[src/rtl/qos_egress_sched_pkg.sv]
// qos_egress_sched_pkg: shared FSM encoding, port count and default widths/weights.
package qos_egress_sched_pkg;
  typedef enum logic [1:0] {IDLE = 2'd0, RD = 2'd1, CAP = 2'd2, OUT = 2'd3} state_e;
  localparam int PORTS      = 4;
  localparam int DATA_W_DEF = 12;
  localparam int WEIGHT_W_DEF = 4;
  localparam int W0_DEF = 4;
  localparam int W1_DEF = 3;
  localparam int W2_DEF = 2;
  localparam int W3_DEF = 1;
  function automatic int wmax1(input int w);
    return (w == 0) ? 1 : w;
  endfunction
endpackage

[src/rtl/qos_egress_sched_qos_wrr_pick.sv]
// qos_wrr_pick: keep ptr while it has data and credit, else first non-empty port after ptr (wrapping to ptr).
module qos_wrr_pick (
  input  logic [1:0] ptr,
  input  logic [3:0] empty,
  input  logic [3:0] cred_zero,
  output logic [1:0] sel,
  output logic       reload
);
  always_comb begin
    sel = ptr;
    reload = 1'b0;
    if (empty[ptr] || cred_zero[ptr]) begin
      reload = 1'b1;
      for (int i = 4; i >= 1; i--)
        if (!empty[ptr + 2'(i)]) sel = ptr + 2'(i);
    end
  end
endmodule

[src/rtl/qos_egress_sched.sv]
// qos_egress_sched: weighted round-robin drain of four output FIFOs onto one valid/ready stream.
// Define QOS_EGRESS_STATS_EN to add per-port saturating egress counters (stat_idx/stat_count).
module qos_egress_sched
  import qos_egress_sched_pkg::*;
#(
  parameter int DATA_W   = DATA_W_DEF,
  parameter int WEIGHT_W = WEIGHT_W_DEF,
  parameter int W0       = W0_DEF,
  parameter int W1       = W1_DEF,
  parameter int W2       = W2_DEF,
  parameter int W3       = W3_DEF
) (
  input  logic              clk,
  input  logic              reset,
  input  logic              enable,
  input  logic [3:0]        empty,
  input  logic [DATA_W-1:0] fifo_dataout0,
  input  logic [DATA_W-1:0] fifo_dataout1,
  input  logic [DATA_W-1:0] fifo_dataout2,
  input  logic [DATA_W-1:0] fifo_dataout3,
  output logic [3:0]        pop,
  output logic              out_valid,
  input  logic              out_ready,
  output logic [DATA_W-1:0] out_data,
  output logic [1:0]        out_port
`ifdef QOS_EGRESS_STATS_EN
  ,
  input  logic [1:0]        stat_idx,
  output logic [7:0]        stat_count
`endif
);
  localparam logic [PORTS-1:0][WEIGHT_W-1:0] RLD = {WEIGHT_W'(wmax1(W3)), WEIGHT_W'(wmax1(W2)),
                                                    WEIGHT_W'(wmax1(W1)), WEIGHT_W'(wmax1(W0))};
  state_e state_q, state_d;
  logic [1:0] ptr_q, ptr_d, port_q, port_d, sel;
  logic [PORTS-1:0][WEIGHT_W-1:0] cred_q, cred_d;
  logic [DATA_W-1:0] data_q, data_d, fifo_mux;
  logic [3:0] cred_zero;
  logic reload, elig, hs, go;
  always_comb
    for (int i = 0; i < PORTS; i++) cred_zero[i] = (cred_q[i] == '0);
  qos_wrr_pick u_pick (.ptr(ptr_q), .empty(empty), .cred_zero(cred_zero), .sel(sel), .reload(reload));
  assign elig = enable && !(&empty);
  assign hs = (state_q == OUT) && out_ready;
  assign go = elig && ((state_q == IDLE) || hs);
  assign fifo_mux = (ptr_q == 2'd0) ? fifo_dataout0 : (ptr_q == 2'd1) ? fifo_dataout1 :
                    (ptr_q == 2'd2) ? fifo_dataout2 : fifo_dataout3;
  assign pop = (state_q == RD) ? (4'b0001 << ptr_q) : 4'b0000;
  assign out_valid = (state_q == OUT);
  assign out_data = data_q;
  assign out_port = port_q;
  always_comb begin
    state_d = state_q;
    ptr_d = ptr_q;
    cred_d = cred_q;
    data_d = data_q;
    port_d = port_q;
    if (go) begin
      state_d = RD;
      ptr_d = sel;
      if (reload) cred_d[sel] = RLD[sel];
    end else if (hs) state_d = IDLE;
    if (state_q == RD) begin
      state_d = CAP;
      cred_d[ptr_q] = cred_q[ptr_q] - WEIGHT_W'(cred_q[ptr_q] != '0);
    end
    if (state_q == CAP) begin
      state_d = OUT;
      data_d = fifo_mux;
      port_d = ptr_q;
    end
  end
  always_ff @(posedge clk or posedge reset)
    if (reset) begin
      state_q <= IDLE;
      ptr_q <= '0;
      cred_q <= RLD;
      data_q <= '0;
      port_q <= '0;
    end else begin
      state_q <= state_d;
      ptr_q <= ptr_d;
      cred_q <= cred_d;
      data_q <= data_d;
      port_q <= port_d;
    end
`ifdef QOS_EGRESS_STATS_EN
  logic [PORTS-1:0][7:0] stat_q, stat_d;
  always_comb begin
    stat_d = stat_q;
    if (hs && stat_q[port_q] != 8'hFF) stat_d[port_q] = stat_q[port_q] + 8'd1;
  end
  always_ff @(posedge clk or posedge reset)
    if (reset) stat_q <= '0;
    else stat_q <= stat_d;
  assign stat_count = stat_q[stat_idx];
`endif
endmodule
[config.mk]
export PLATFORM = sky130hd
export DESIGN_NAME = qos_egress_sched
export DESIGN_NICKNAME = d
export VERILOG_FILES = /design/src/rtl/qos_egress_sched_pkg.sv /design/src/rtl/qos_egress_sched_qos_wrr_pick.sv /design/src/rtl/qos_egress_sched.sv
export SDC_FILE = /design/constraint.sdc
export NUM_CORES = 1
export LEC_CHECK = 0
export CAP_MARGIN = 0
export CORE_UTILIZATION = 39
export DETAILED_ROUTE_END_ITERATION = 6
export GPL_TIMING_DRIVEN = 0
export PLACE_DENSITY = 0.7
export RECOVER_POWER = 50
export SLEW_MARGIN = 20
export SYNTH_ARGS = -nofsm -noshare
export SYNTH_HDL_FRONTEND = slang
export SYNTH_SLANG_ARGS = --single-unit
[constraint.sdc]
create_clock -name clk -period 2.7 [get_ports clk]
set_clock_uncertainty 0.15 [all_clocks]
set_input_delay 0.405 -clock clk [delete_from_list [all_inputs] [get_ports clk]]
set_output_delay 0.405 -clock clk [all_outputs]
set_load 0.02 [all_outputs]
==> flow_summary.json <==
{
  "finish.utilization_pct": 60.9,
  "wire_per_inst_um": 17.0,
  "finalCriticalPeriod_ns": 2.80,
  "synth_nets": 341,
  "drt_iter0_markers": 137,
  "drtPass1Iterations": 4,
  "route.detailed.drc": 0,
  "grt.total_usage_pct": 22.0,
  "dominantRegCellSynth": "dfrtp_1",
  "die_height_um": 83.2,
  "antenna_found_initial": 0,
  "violations": "negative setup slack",
  "drive_above_1_share_pct": 25.0,
  "drv_slew": 0,
  "hold_violations": 0,
  "routed_wl_um": 7720,
  "io_buffers": 73,
  "syn_area_um2": 2570,
  "cap_violations": 0,
  "rsz0062_at_grt": "true",
  "tritoncts": "built",
  "hp-class": "register to register",
  "final_cells": 453,
  "p_per_area_nw_per_um2": 1290,
  "maxSlewHeadroom_pct": 9.03,
  "clk_latency_ns": 0.30,
  "start_util_pct": 40.5,
  "grt_pass1_vias": 2455,
  "cts-root-buf": "clkbuf_8",
  "ctsHoldBuffers": 0,
  "timing.final.ws_setup_ns": -0.0965,
  "place_inst": 421,
  "syn-instance-count": 271,
  "yosys_register_bits": 34,
  "end_kind": "register",
  "setup_tns_ns": -0.211,
  "syn_area_per_cell_um2": 9.49,
  "grt_max_degree": 35,
  "worstSetupStartpointType": "register",
  "clockBufferDepth": 2,
  "path_clk_slew_ns": 0.08,
  "vdd_drop_max_v": 0.000847,
  "tightest_slew_ns": 1.36,
  "dieArea_um2": 6920,
  "ys_seq_area_share_pct": 33.3,
  "leakagePower_nw": 1.64,
  "reg2reg_depth": 12,
  "htree_levels": 2,
  "required_ns": 2.73,
  "cts.sinks": 34,
  "cts_buffers": 5,
  "gp_congestion": 0.829,
  "dieWidth_um": 83.2,
  "crit_slowest_cell": "dfrtp_1",
  "final_cell_mix": "63 x clkdlybuf4s50_1, 30 x nand2_1, 28 x mux2i_1, 28 x dfrtp_1, 26 x buf_4",
  "layout_commonest_cell": "clkdlybuf4s50_1",
  "coreArea_um2": 6350,
  "grt_first_pass_wirelength_um": 12000,
  "synth_warnings": 0,
  "fill_cells": 535,
  "num_io_pins": 75,
  "synth_edf_count": 0,
  "worstSetupPathType": "register to register",
  "synthToLayoutAreaGrowth_pct": 50.3,
  "path_max_fanout": 7,
  "finalCritPeriodShare_pct": 104,
  "max_freq_mhz": 358,
  "cp.depth": 12,
  "overflow": 0,
  "async_flop_share_pct": 100,
  "dpl_worst_slack_ns": -0.634,
  "hpwlAfterDp_um": 5220,
  "seq_area_um2": 858,
  "vias": 2506,
  "antenna-diode-count": 0,
  "synth_cell_type_count": 50,
  "rows": 29,
  "critPathTopFamily": "adder cells",
  "nets": 445,
  "hold_depth": 1,
  "critPathBufInv": 2,
  "path_cells": "buf_6, clkinvlp_4, ha_4, o21ai_2, nand3_1, nand4_1, xnor2_2, ha_2, nand4_1, a21oi_4, mux2i_1, mux2i_1",
  "antenna_left": 0,
  "via_per_inst": 5.53,
  "slowest_delay_ns": 0.39,
  "cp.arrival_ns": 2.83,
  "setup_violations": 4,
  "outcome": "finished with violations",
  "multi_input_area_um2": 1770
}
[cell type report]
class / instances / area share (%)
Sequential cell: 34 / 22.2
Buffer: 13 / 1.88
Timing Repair Buffer: 99 / 23.8
Clock inverter: 2 / 0.324
Clock buffer: 6 / 2.14
Inverter: 14 / 1.55
Tap cell: 77 / 2.49
Multi-Input combinational cell: 208 / 45.7
[sequential cells by signal (all words and copies together), names as in the netlist]
signal    count
out_port      2
out_data     12
cred_q       16
state_q       2
ptr_q         2
[cell families (layout without fill, tap and decap cells)]
family	Yosys count	count (layout)	share of synthesized area (%)
mux	38	38	18.0
fa+ha+maj	14	14	6.81
compound gates	71	71	18.3
flops	34	34	33.3
xor+xnor	5	5	1.70
buf+inv	29	134	4.96
simple gates	80	80	16.9
[per-layer routing]
| metal | global-route usage, % | share of wire, % |
|---|---|---|
| met1 | 27.1 | 42 |
| met5 | 0 | 0 |
| met2 | 36.1 | 48 |
| met3 | 6.96 | 8.6 |
| met4 | 8.15 | 1.3 |
[synth_stat cells (all sizes together) (2+ instances only)]
cell      n  area share (%)
nand2    34             5.0
dfrtp    29              28
mux2i    28              11
o21ai    22             4.4
nor2     20             2.9
a21oi    17             3.5
ha       14             6.8
inv      14             2.0
clkbuf   10             1.5
a21o      6             1.8
buf       5             1.5
dfstp     5             5.1
mux2      5             2.3
mux4      5             4.8
nand4     5             1.2
nor4      5             3.6
nand2b    4            0.97
o221ai    4             1.8
o22ai     4            0.97
xnor2     4             1.4
a22oi     3             1.1
o211ai    3            0.88
or2       3            0.73
a31o      2            0.68
and2      2            0.49
nand3     2            0.39
o2bb2ai   2            0.68
[path summary, 6_finish.rpt]
path	start	to	slack (ns)
worst max-delay path	ptr_q[0]$_DFFE_PP0P_	cred_q[13]$_DFF_PP0_	-0.1
worst min register to register	out_port[1]$_DFFE_PP0P_	out_port[1]$_DFFE_PP0P_	0.36
max in group asynchronous	reset	ptr_q[1]$_DFFE_PP0P_	0.72
min in group asynchronous	reset	cred_q[8]$_DFF_PP0_	0.79
worst min-delay path	out_port[1]$_DFFE_PP0P_	out_port[1]$_DFFE_PP0P_	0.36
worst max register to register	ptr_q[0]$_DFFE_PP0P_	cred_q[13]$_DFF_PP0_	-0.1
[worst reg2reg max path: stages, from the launching register on]
cell	delay, ns
dfrtp_1	0.39
buf_6	0.15
clkinvlp_4	0.12
ha_4	0.34
o21ai_2	0.08
nand3_1	0.11
nand4_1	0.19
xnor2_2	0.25
ha_2	0.22
nand4_1	0.14
a21oi_4	0.22
mux2i_1	0.22
mux2i_1	0.09
[where the power goes]
part | internal (mW) | total (mW) | switching [mW]
clock | 0.205 | 0.416 | 0.211
sequential | 0.792 | 1.03 | 0.242
combinational | 1.69 | 3.55 | 1.86
total | 2.68 | 5.00 | 2.32
[repair_timing]
item,4_1_cts,5_1_grt
setup buffers,14,12
endpoints found under the setup margin,12,7
gates resized for setup,24,22
pin swaps,11,17
[stage by stage]
stage / hold slack (ns) / power (mW) / cell area, µm²
detailed placement: 0.347 / 3.75 / 3400
global route: 0.382 / 5.33 / 3870
CTS: 0.362 / 4.47 / 3660
floorplan: 0.353 / 2.88 / 2570
finish: 0.357 / 5.00 / 3870
global placement: 0.340 / 3.71 / 3400
(Power assumes the default switching activity.)
